`config.mk`:
```
export PLATFORM = sky130hd
export DESIGN_NAME = alu_uart_ctrl_flat
export DESIGN_NICKNAME = d
export VERILOG_FILES = /design/src/rtl/alu_uart_ctrl_pkg.sv /design/src/rtl/alu_uart_ctrl_if.sv /design/src/rtl/alu_uart_ctrl_byte_timeout.sv /design/src/rtl/alu_uart_ctrl.sv /design/src/flat_wrapper.sv
export SDC_FILE = /design/constraint.sdc
export NUM_CORES = 1
export LEC_CHECK = 0
export ABC_AREA = 1
export CORE_MARGIN = 2
export CORE_UTILIZATION = 50
export DETAILED_ROUTE_END_ITERATION = 10
export PLACE_DENSITY = 0.79
export SLEW_MARGIN = 20
export SYNTH_ARGS = -nofsm -noshare
export SYNTH_HDL_FRONTEND = slang
export SYNTH_SLANG_ARGS = --single-unit
```
`constraint.sdc`:
```
create_clock -name clk -period 4.88 [get_ports clk]
set_input_delay 0.976 -clock clk [delete_from_list [all_inputs] [get_ports clk]]
set_output_delay 0.976 -clock clk [all_outputs]
set_load 0.1 [all_outputs]
```
`src/rtl/alu_uart_ctrl_pkg.sv`:
```
// ---------------------------------------------------------------------------
// alu_uart_ctrl_pkg
// Shared definitions for the ALU byte-stream sequencer:
//   - ALU opcode constants (6-bit)
//   - bit positions of the flag byte returned to the host
//   - controller state encoding (3 bits)
// ---------------------------------------------------------------------------
package alu_uart_ctrl_pkg;

    localparam int ALU_WOP = 6;

    localparam logic [ALU_WOP-1:0] OP_ADD = 6'b100000;
    localparam logic [ALU_WOP-1:0] OP_SUB = 6'b100010;
    localparam logic [ALU_WOP-1:0] OP_AND = 6'b100100;
    localparam logic [ALU_WOP-1:0] OP_OR  = 6'b100101;
    localparam logic [ALU_WOP-1:0] OP_XOR = 6'b100110;
    localparam logic [ALU_WOP-1:0] OP_NOR = 6'b100111;
    localparam logic [ALU_WOP-1:0] OP_SRL = 6'b000010;
    localparam logic [ALU_WOP-1:0] OP_SRA = 6'b000011;

    // Position of each ALU flag inside the transmitted flag byte.
    localparam int FLAG_CARRY    = 4;
    localparam int FLAG_BORROW   = 3;
    localparam int FLAG_OVERFLOW = 2;
    localparam int FLAG_ZERO     = 1;
    localparam int FLAG_NEG      = 0;
    localparam int NUM_FLAGS     = 5;

    typedef enum logic [2:0] {
        ST_WAIT_A  = 3'd0,
        ST_WAIT_B  = 3'd1,
        ST_WAIT_OP = 3'd2,
        ST_EXEC    = 3'd3,
        ST_SEND_Y  = 3'd4,
        ST_WAIT_Y  = 3'd5,
        ST_SEND_F  = 3'd6,
        ST_WAIT_F  = 3'd7
    } ctrl_state_t;

    // States in which an incoming byte is part of the command being collected.
    function automatic logic is_rx_state(input ctrl_state_t s);
        return (s == ST_WAIT_A) || (s == ST_WAIT_B) || (s == ST_WAIT_OP);
    endfunction

endpackage

```
`src/rtl/alu_uart_ctrl_if.sv`:
```
// ---------------------------------------------------------------------------
// alu_uart_ctrl_if
// Bundle of the UART RX/TX handshakes, the ALU operand/result bus and the
// status outputs of the sequencer.
//   master : the sequencer (alu_uart_ctrl)
//   slave  : the surroundings (UART RX/TX, ALU, status consumer)
// Signals:
//   rx_valid/rx_data     received byte strobe and data
//   tx_start/tx_data     transmit request and byte, tx_done completion pulse
//   alu_a/alu_b/alu_op   registered ALU inputs; alu_y/alu_flags ALU outputs
//   busy, err_timeout, err_overrun  status
// ---------------------------------------------------------------------------
interface alu_uart_ctrl_if #(
    parameter int W   = 8,
    parameter int WOP = 6
);
    logic           rx_valid;
    logic [W-1:0]   rx_data;
    logic           tx_start;
    logic [W-1:0]   tx_data;
    logic           tx_done;
    logic [W-1:0]   alu_a;
    logic [W-1:0]   alu_b;
    logic [WOP-1:0] alu_op;
    logic [W-1:0]   alu_y;
    logic [4:0]     alu_flags;
    logic           busy;
    logic           err_timeout;
    logic           err_overrun;

    modport master (
        input  rx_valid, rx_data, tx_done, alu_y, alu_flags,
        output tx_start, tx_data, alu_a, alu_b, alu_op,
               busy, err_timeout, err_overrun
    );

    modport slave (
        output rx_valid, rx_data, tx_done, alu_y, alu_flags,
        input  tx_start, tx_data, alu_a, alu_b, alu_op,
               busy, err_timeout, err_overrun
    );
endinterface

```
`src/rtl/alu_uart_ctrl_byte_timeout.sv`:
```
// ---------------------------------------------------------------------------
// byte_timeout
// Loadable down-counter guarding the gap between bytes of one command.
// Ports:
//   clk, rst_n  clock, asynchronous active-low reset
//   i_load      reload the counter (a byte was accepted)
//   i_en        one idle cycle is being spent in a guarded state
//   o_expired   the current idle cycle is the TIMEOUT-th one in a row
// TIMEOUT = 0 removes the counter; o_expired is then constant 0.
// ---------------------------------------------------------------------------
module byte_timeout #(
    parameter int TIMEOUT = 1_000_000
) (
    input  logic clk,
    input  logic rst_n,
    input  logic i_load,
    input  logic i_en,
    output logic o_expired
);

    generate
        if (TIMEOUT == 0) begin : g_off
            assign o_expired = 1'b0;
        end else begin : g_on
            localparam int CW = (TIMEOUT > 1) ? $clog2(TIMEOUT) : 1;

            logic [CW-1:0] r_cnt;

            // Loaded with TIMEOUT-1 so that the count reads 0 during the
            // TIMEOUT-th consecutive idle cycle after the load.
            always_ff @(posedge clk or negedge rst_n) begin
                if (!rst_n) begin
                    r_cnt <= '0;
                end else if (i_load) begin
                    r_cnt <= CW'(TIMEOUT - 1);
                end else if (i_en && (r_cnt != '0)) begin
                    r_cnt <= r_cnt - 1'b1;
                end
            end

            assign o_expired = i_en && (r_cnt == '0);
        end
    endgenerate

endmodule

```
`src/rtl/alu_uart_ctrl.sv`:
```
// ---------------------------------------------------------------------------
// alu_uart_ctrl
// Sequencer between UART RX/TX and a combinational 8-bit ALU. Collects
// operand A, operand B and opcode from the RX byte stream, lets the ALU
// settle for one cycle, then sends the result byte and the flag byte back
// over UART TX.
// Ports:
//   clk    system clock
//   rst_n  asynchronous active-low reset
//   bus    alu_uart_ctrl_if.master (RX/TX handshakes, ALU bus, status)
// ---------------------------------------------------------------------------
import alu_uart_ctrl_pkg::*;

module alu_uart_ctrl #(
    parameter int W       = 8,
    parameter int WOP     = 6,
    parameter int TIMEOUT = 1_000_000
) (
    input  logic             clk,
    input  logic             rst_n,
    alu_uart_ctrl_if.master  bus
);

    ctrl_state_t    r_state;
    ctrl_state_t    w_state_next;

    logic [W-1:0]   r_alu_a;
    logic [W-1:0]   r_alu_b;
    logic [WOP-1:0] r_alu_op;
    logic [W-1:0]   r_tx_data;
    logic [W-1:0]   r_res_f;
    logic           r_err_timeout;
    logic           r_err_overrun;

    logic           w_rx_state;
    logic           w_accept;
    logic           w_overrun;
    logic           w_to_en;
    logic           w_to_expired;
    logic           w_tx_start;
    logic           w_busy;
    logic [W-1:0]   w_res_f;

    // Flag byte: each ALU flag placed at its documented bit, upper bits zero.
    always_comb begin
        w_res_f                = '0;
        w_res_f[FLAG_CARRY]    = bus.alu_flags[4];
        w_res_f[FLAG_BORROW]   = bus.alu_flags[3];
        w_res_f[FLAG_OVERFLOW] = bus.alu_flags[2];
        w_res_f[FLAG_ZERO]     = bus.alu_flags[1];
        w_res_f[FLAG_NEG]      = bus.alu_flags[0];
    end

    assign w_rx_state = is_rx_state(r_state);
    assign w_accept   = bus.rx_valid && w_rx_state;
    assign w_overrun  = bus.rx_valid && !w_rx_state;
    // A byte arriving in the expiry cycle suppresses the count, so it wins.
    assign w_to_en    = ((r_state == ST_WAIT_B) || (r_state == ST_WAIT_OP)) && !bus.rx_valid;

    byte_timeout #(
        .TIMEOUT (TIMEOUT)
    ) u_byte_timeout (
        .clk       (clk),
        .rst_n     (rst_n),
        .i_load    (w_accept),
        .i_en      (w_to_en),
        .o_expired (w_to_expired)
    );

    // ---------------- FSM: state register ----------------
    always_ff @(posedge clk or negedge rst_n) begin
        if (!rst_n) begin
            r_state <= ST_WAIT_A;
        end else begin
            r_state <= w_state_next;
        end
    end

    // ---------------- FSM: next state ----------------
    always_comb begin
        w_state_next = r_state;
        case (r_state)
            ST_WAIT_A:  if (bus.rx_valid) w_state_next = ST_WAIT_B;
            ST_WAIT_B: begin
                if (bus.rx_valid)      w_state_next = ST_WAIT_OP;
                else if (w_to_expired) w_state_next = ST_WAIT_A;
            end
            ST_WAIT_OP: begin
                if (bus.rx_valid)      w_state_next = ST_EXEC;
                else if (w_to_expired) w_state_next = ST_WAIT_A;
            end
            ST_EXEC:    w_state_next = ST_SEND_Y;
            ST_SEND_Y:  w_state_next = ST_WAIT_Y;
            ST_WAIT_Y:  if (bus.tx_done) w_state_next = ST_SEND_F;
            ST_SEND_F:  w_state_next = ST_WAIT_F;
            ST_WAIT_F:  if (bus.tx_done) w_state_next = ST_WAIT_A;
            default:    w_state_next = ST_WAIT_A;
        endcase
    end

    // ---------------- FSM: outputs ----------------
    always_comb begin
        w_tx_start = (r_state == ST_SEND_Y) || (r_state == ST_SEND_F);
        w_busy     = (r_state != ST_WAIT_A);
    end

    // ---------------- Datapath registers ----------------
    always_ff @(posedge clk or negedge rst_n) begin
        if (!rst_n) begin
            r_alu_a       <= '0;
            r_alu_b       <= '0;
            r_alu_op      <= '0;
            r_tx_data     <= '0;
            r_res_f       <= '0;
            r_err_timeout <= 1'b0;
            r_err_overrun <= 1'b0;
        end else begin
            r_err_timeout <= w_to_expired;
            r_err_overrun <= w_overrun;

            if (bus.rx_valid) begin
                if (r_state == ST_WAIT_A)  r_alu_a  <= bus.rx_data;
                if (r_state == ST_WAIT_B)  r_alu_b  <= bus.rx_data;
                if (r_state == ST_WAIT_OP) r_alu_op <= bus.rx_data[WOP-1:0];
            end

            // The TX data register doubles as the result capture: it is
            // loaded with alu_y at the end of EXEC and stays put until the
            // result byte's tx_done, when the saved flag byte replaces it.
            if (r_state == ST_EXEC) begin
                r_tx_data <= bus.alu_y;
                r_res_f   <= w_res_f;
            end else if ((r_state == ST_WAIT_Y) && bus.tx_done) begin
                r_tx_data <= r_res_f;
            end
        end
    end

    assign bus.alu_a       = r_alu_a;
    assign bus.alu_b       = r_alu_b;
    assign bus.alu_op      = r_alu_op;
    assign bus.tx_data     = r_tx_data;
    assign bus.tx_start    = w_tx_start;
    assign bus.busy        = w_busy;
    assign bus.err_timeout = r_err_timeout;
    assign bus.err_overrun = r_err_overrun;

endmodule
```
`src/flat_wrapper.sv`:
```
// flat-port wrapper written by rule: the top's interface ports become plain ports
module alu_uart_ctrl_flat 
#(
    parameter int W       = 8,
    parameter int WOP     = 6,
    parameter int TIMEOUT = 1_000_000
)
  (clk, rst_n, bus_rx_valid, bus_rx_data, bus_tx_done, bus_alu_y, bus_alu_flags, bus_tx_start, bus_tx_data, bus_alu_a, bus_alu_b, bus_alu_op, bus_busy, bus_err_timeout, bus_err_overrun);
  alu_uart_ctrl_if #(.W(W), .WOP(WOP)) bus_i ();
  input  logic clk;
  input  logic rst_n;
  input wire logic [$bits(bus_i.rx_valid)-1:0] bus_rx_valid;
  input wire logic [$bits(bus_i.rx_data)-1:0] bus_rx_data;
  input wire logic [$bits(bus_i.tx_done)-1:0] bus_tx_done;
  input wire logic [$bits(bus_i.alu_y)-1:0] bus_alu_y;
  input wire logic [$bits(bus_i.alu_flags)-1:0] bus_alu_flags;
  output wire logic [$bits(bus_i.tx_start)-1:0] bus_tx_start;
  output wire logic [$bits(bus_i.tx_data)-1:0] bus_tx_data;
  output wire logic [$bits(bus_i.alu_a)-1:0] bus_alu_a;
  output wire logic [$bits(bus_i.alu_b)-1:0] bus_alu_b;
  output wire logic [$bits(bus_i.alu_op)-1:0] bus_alu_op;
  output wire logic [$bits(bus_i.busy)-1:0] bus_busy;
  output wire logic [$bits(bus_i.err_timeout)-1:0] bus_err_timeout;
  output wire logic [$bits(bus_i.err_overrun)-1:0] bus_err_overrun;
  assign bus_i.rx_valid = bus_rx_valid;
  assign bus_i.rx_data = bus_rx_data;
  assign bus_i.tx_done = bus_tx_done;
  assign bus_i.alu_y = bus_alu_y;
  assign bus_i.alu_flags = bus_alu_flags;
  assign bus_tx_start = bus_i.tx_start;
  assign bus_tx_data = bus_i.tx_data;
  assign bus_alu_a = bus_i.alu_a;
  assign bus_alu_b = bus_i.alu_b;
  assign bus_alu_op = bus_i.alu_op;
  assign bus_busy = bus_i.busy;
  assign bus_err_timeout = bus_i.err_timeout;
  assign bus_err_overrun = bus_i.err_overrun;
  alu_uart_ctrl #(.W(W), .WOP(WOP), .TIMEOUT(TIMEOUT)) u_core (.clk(clk), .rst_n(rst_n), .bus(bus_i));
endmodule
```
==> flow_metrics.tcl <==
set metrics [dict create \
    r2r_setup_slack_ns 2.86 \
    h-tree-depth 3 \
    yosysTopAreaCellShare_pct 48.3 \
    die_w_um 82.9 \
    clock.fmax_ghz 0.295 \
    wl_mm 6.85 \
    ys_warn_count 0 \
    viasPerCell 5.10 \
    finalHoldViolations 0 \
    dieHeight_um 82.9 \
    postCtsResizedCells 0 \
    clkLatencyLatePin_ns 0.34 \
    timing.hold.ws_ns 0.488 \
    yosys.area.top_type "dfrtp_1" \
    grt_max_degree 52 \
    synth_area_leaders "dfrtp_1, nand2_1, nand3_1" \
    avgSynthCellArea_sq_um 7.82 \
    status "completed" \
    cts_tree "yes" \
    crit_chain "inv_1 > nand2_1 > inv_1 > nand2_1 > clkdlybuf4s50_1" \
    start_kind "register" \
    final.min_clock_period_ns 3.39 \
    final_common_cell "nand2_1" \
    ys_types 30 \
    antenna_found_initial 0 \
    cap_violations 0 \
    cts_setup_buffers 0 \
    drt-pass1-iter-count 4 \
    grt_setup_unrepaired "false" \
    overflow 0 \
    period_share_pct 69.5 \
    diodes 0 \
    cpPeakStageDelay_ns 1.14 \
    cts_buffers 9 \
    layout-drive-gt1-share_pct 9.80 \
    fillerInstances 508 \
    vias 2723 \
    syn_nets 424 \
    ys_seq_area_share_pct 48.3 \
    finClkSkew_ns 0.0111 \
    dp.final_hpwl_mm 4.92 \
    place_congestion 0.920 \
    synth_area_sq_um 3110 \
    most-common-layout-cells "nand2_1, dfrtp_1, clkdlybuf4s50_1" \
    final_antenna_net_count 0 \
    cts_sinks 60 \
    fin_setup_tns_ns 0 \
    worstMarginPinSlew_ns 1.01 \
    io_buffer_count 58 \
    start_util_pct 52.2 \
    clk_pin_slew_ns 0.07 \
    first_iter_violations 200 \
    ios 59 \
    core_sq_um 5960 \
    drv_slew 0 \
    finalNetCount 480 \
    rows 28 \
    ctsLongestPathBuffers 2 \
    crit_type "reg -> out" \
    grt_pass1_vias 2636 \
    hold_path.class "reg -> reg" \
    area_growth_pct 25.9 \
    crit_required_ns 3.90 \
    die-area_sq_um 6870 \
    synthCells 398 \
    timing.slew.headroom_pct 32.5 \
    slowest_stage "clkdlybuf4s50_1" \
    synth-seq-cells 60 \
    track_usage_pct 21.2 \
    grt_pass1_wl_mm 12.0 \
    cp-end-kind "output pin" \
    wl_per_cell_um 12.8 \
    critical_path_peak_fanout 11 \
    crit_arrival_ns 2.42 \
    cts_root_buf "clkbuf_8" \
    setup_viol 0 \
    post-route-drc-count 0 \
    holdBufCountCts 0 \
]
-- cells in the mapped netlist --
cell type    n
nand2_4      1
nand3_2      2
inv_1       41
nor2_1      42
clkinv_1     1
nor2_4       2
nor2_2       6
nand2_1    115
xnor2_1      1
nand3_4      1
xor2_1       3
o21ai_0     32
nand2_2      2
buf_12       1
nand3_1     40
nor3_1       3
clkbuf_1     3
o21ai_2      9
buf_4        3
nand2_8      1
inv_2        2
buf_6        1
a21oi_1      4
nand4_1      9
clkbuf_2     1
ha_1         1
buf_2        5
a31o_2       1
a31oi_1      5
dfrtp_1     60
-- cells by family (layout without fill, tap and decap cells) --
| logic type | Yosys count | after routing | share of synthesized area (%) |
|---|---|---|---|
| buffers and inverters | 58 | 119 | 8.37 |
| DFF | 60 | 60 | 48.3 |
| and+or+nand+nor | 224 | 224 | 32.2 |
| AOI/OAI and AO/OA | 51 | 51 | 9.61 |
| adders and majority gates | 1 | 1 | 0.402 |
| xor gates and xnor gates | 4 | 4 | 1.13 |
-- metrics by stage --
stage,worst slack (ns),cell area (sq um),utilization (%),instances
after CTS,1.48,3920,65.8,534
after global placement,1.93,3690,62.0,518
after global routing,1.33,3920,65.8,534
final,1.49,3920,65.8,534
after floorplan,2.01,3110,-,398
after detailed placement,1.86,3690,62.0,518
-- final timing paths --
kind,from,to,cells past startpoint
setup / recovery,u_core.r_state[0],bus_busy,5
hold / removal,u_core.bus.alu_a[3],u_core.bus.alu_a[3],2
setup reg to reg,u_core.u_byte_timeout.g_on.r_cnt[0],u_core.u_byte_timeout.g_on.r_cnt[14],9
hold reg to reg,u_core.bus.alu_a[3],u_core.bus.alu_a[3],2
max in group asynchronous,rst_n,u_core.bus.err_overrun,2
min in group asynchronous,rst_n,u_core.u_byte_timeout.g_on.r_cnt[12],1
-- sequential cells by signal (all words and copies together), names as in the netlist --
| name | flops |
|---|---|
| u_core.r_state | 3 |
| u_core.bus.alu_b | 8 |
| u_core.u_byte_timeout.g_on.r_cnt | 20 |
| u_core.bus.alu_op | 6 |
| u_core.bus.tx_data | 8 |
| u_core.bus.err_overrun | 1 |
| u_core.bus.err_timeout | 1 |
| u_core.r_res_f | 5 |
| u_core.bus.alu_a | 8 |
-- worst max-delay path, delay by kind of cell (launching register included) --
kind          cells  cell delay, ns
simple gates      2            0.20
flops             1            0.54
buf+inv           3            1.34
-- metal layers --
layer  wire length (um)  part of all wire (%)  global-route usage (%)
met5                  0                     0                       0
met4                 25                  0.37                    5.96
met3                475                   6.9                    8.05
met2               3240                    47                    33.2
met1               3100                    45                    27.6
-- cell type report --
class	instances	area, sq um	share of cell area, %
Multi-Input combinational cell	280	1350	34.4
Sequential cell	60	1500	38.3
Clock inverter	6	87.6	2.24
Tap cell	75	93.8	2.40
Clock buffer	10	138	3.51
Inverter	44	165	4.22
Timing Repair Buffer	59	583	14.9
Power is not shown: default switching activity piles up to over one toggle a cycle in this logic, so the estimate is an artifact.
==> RTL edit: new RTL, config.mk and constraints unchanged <==
Make the reset (`rst_n`) synchronous in 3 clocked blocks. Comments in the files are not updated.
--- a/src/rtl/alu_uart_ctrl_byte_timeout.sv
+++ b/src/rtl/alu_uart_ctrl_byte_timeout.sv
@@ -28,7 +28,7 @@
 
             // Loaded with TIMEOUT-1 so that the count reads 0 during the
             // TIMEOUT-th consecutive idle cycle after the load.
-            always_ff @(posedge clk or negedge rst_n) begin
+            always_ff @(posedge clk) begin
                 if (!rst_n) begin
                     r_cnt <= '0;
                 end else if (i_load) begin
--- a/src/rtl/alu_uart_ctrl.sv
+++ b/src/rtl/alu_uart_ctrl.sv
@@ -68,7 +68,7 @@
     );
 
     // ---------------- FSM: state register ----------------
-    always_ff @(posedge clk or negedge rst_n) begin
+    always_ff @(posedge clk) begin
         if (!rst_n) begin
             r_state <= ST_WAIT_A;
         end else begin
@@ -105,7 +105,7 @@
     end
 
     // ---------------- Datapath registers ----------------
-    always_ff @(posedge clk or negedge rst_n) begin
+    always_ff @(posedge clk) begin
         if (!rst_n) begin
             r_alu_a       <= '0;
             r_alu_b       <= '0;
Behaviour: differs if rst_n is asserted again (counterexample within 4 cycles, from zero or initial values and one cycle with rst_n low); with rst_n held inactive, the same outputs for 10 cycles.
==> RTL edit against the original RTL <==
Setup slack gained 0.24 ns; routed wire length down 3.1%; sequential cell count did not move; utilization shrank 0.67 points; final area fell by 9.0%; synthesized area shrank 10%; critical path depth unchanged; clock skew shrank 0.0073 ns; die area fell by 9.5%; global-route usage rose by 1.6 points; critical path type unchanged.
==> RTL edit: results (changes against the original RTL) <==
| Metric | Value |
|---|---|
| Antenna violations before repair | 0 (unchanged) |
| Share of flip-flops with an asynchronous set or reset after synthesis | 0% (-100 points) |
| DP Area | 3390 um2 (-8.1%) |
| Routed wire length per instance | 12.3 um (-3.8%) |
| Total clock buffers created by CTS | 9 (unchanged) |
| Largest fanout on the critical path | 7 (-4) |
| Bufs on Longest Clock Path | 2 (unchanged) |
| Number of DRC violations after detailed-routing iteration 0 | 124 (-38%) |
| Family with the most delay on the worst path | buffers and inverters |
| Detailed placer's ending HPWL | 4.79 mm (-2.5%) |
| Fraction of layout cells with a size suffix above 1 | 6.22% (-3.6 points) |
| Critical path arrival | 2.18 ns (-0.24 ns) |
| Clock latency on the worst-skew pair | 0.34 ns (about the same) |
| Count of buffers added by post-CTS timing repair for setup | 0 (unchanged) |
| GR Util All Layers | 22.8% (+1.6 points) |
| Sequential area share after synthesis | 42.9% (-5.4 points) |
| RePlAce Congestion | 0.927 (+0.82%) |
| Synthesized net count | 428 (+0.94%) |
| Tightest Pin Transition | 1.00 ns (-0.00492 ns) |
| Antenna Cells | 0 (unchanged) |
| Number of distinct library cells after synthesis | 25 (-17%) |
| Flip-flop count of the largest register, all copies and words added | 20 (unchanged) |
| Maximum number of pins on one net before global-route repair | 34 (-35%) |
| Number of placed instances with taps included | 522 (+0.77%) |
| Average instance area after synthesis | 6.97 um2 (-11%) |
| Number of H-tree levels | 3 (unchanged) |
| Number of vias per cell | 5.02 (-1.6%) |
| Layout Skew | 0.00382 ns (-0.00731 ns) |
| Vias in the first global route | 2527 (-4.1%) |
| Vias after detailed routing | 2699 (-0.88%) |
| Clock transition at the registers of the reported paths | 0.07 ns (about the same) |
| Number of nets in the layout | 487 (+1.5%) |
| Global-route wire length before repair | 11.2 mm (-6.4%) |
| Ranking of synthesized cells by instance count | sky130_fd_sc_hd__nand2_1, sky130_fd_sc_hd__nor2_1, sky130_fd_sc_hd__dfxtp_1 |
| Status | completed |
| Delay contributed by the slowest stage of the critical path | 1.13 ns |
| Synth area leaders | sky130_fd_sc_hd__dfxtp_1, sky130_fd_sc_hd__nand2_1, sky130_fd_sc_hd__nor2_1, sky130_fd_sc_hd__a21oi_1, sky130_fd_sc_hd__o21ai_0 |
RTL edit: area by class of cell:
class	instances	area, um2
Tap cell	72	90.1
Clock buffer	11	141
Clock inverter	5	27.5
Inverter	41	154
Fill cell	496	1910
Sequential cell	60	1200
Multi-Input combinational cell	290	1360
Timing Repair Buffer	59	588
RTL edit: routing by layer:
| layer | up-vias | wire (um) | GRT usage [%] |
|---|---|---|---|
| met4 | 0 | 130 | 10.7 |
| li1 | 1417 | - | - |
| met5 | - | 0 | 0 |
| met2 | 65 | 3020 | 34.9 |
| met3 | 12 | 373 | 6.48 |
| met1 | 1205 | 3110 | 29.8 |
RTL edit: final timing paths:
| path | from | depth (start not counted) | slack (ns) | to |
|---|---|---|---|---|
| setup / recovery | u_core.r_state[0] | 5 | 1.72 | bus_busy |
| hold / removal | u_core.bus.alu_a[7] | 2 | 0.45 | u_core.bus.alu_a[7] |
| setup reg to reg | u_core.u_byte_timeout.g_on.r_cnt[0] | 11 | 2.73 | u_core.u_byte_timeout.g_on.r_cnt[17] |
| hold reg to reg | u_core.bus.alu_a[7] | 2 | 0.45 | u_core.bus.alu_a[7] |
RTL edit: cell families after synthesis:
group / Yosys count / share of synthesized area (%)
buf+inv: 52 / 8.49
fa+ha+maj: 1 / 0.447
simple gates: 205 / 31.1
xor+xnor: 12 / 3.75
flops: 60 / 42.9
compound gates: 72 / 13.3
RTL edit: metrics by stage:
step / hold WS (ns) / worst slack, ns
3_3_place_gp: 0.433 / 2.11
5_1_grt: 0.463 / 1.61
6_report: 0.447 / 1.72
2_1_floorplan: 0.442 / 2.15
3_5_place_dp: 0.439 / 2.06
4_1_cts: 0.448 / 1.71
RTL edit: report_power, final:
part           switching (mW)  internal (mW)
logic                   0.256         0.0979
registers              0.0228          0.520
clock network           0.193          0.194
total                   0.472          0.812
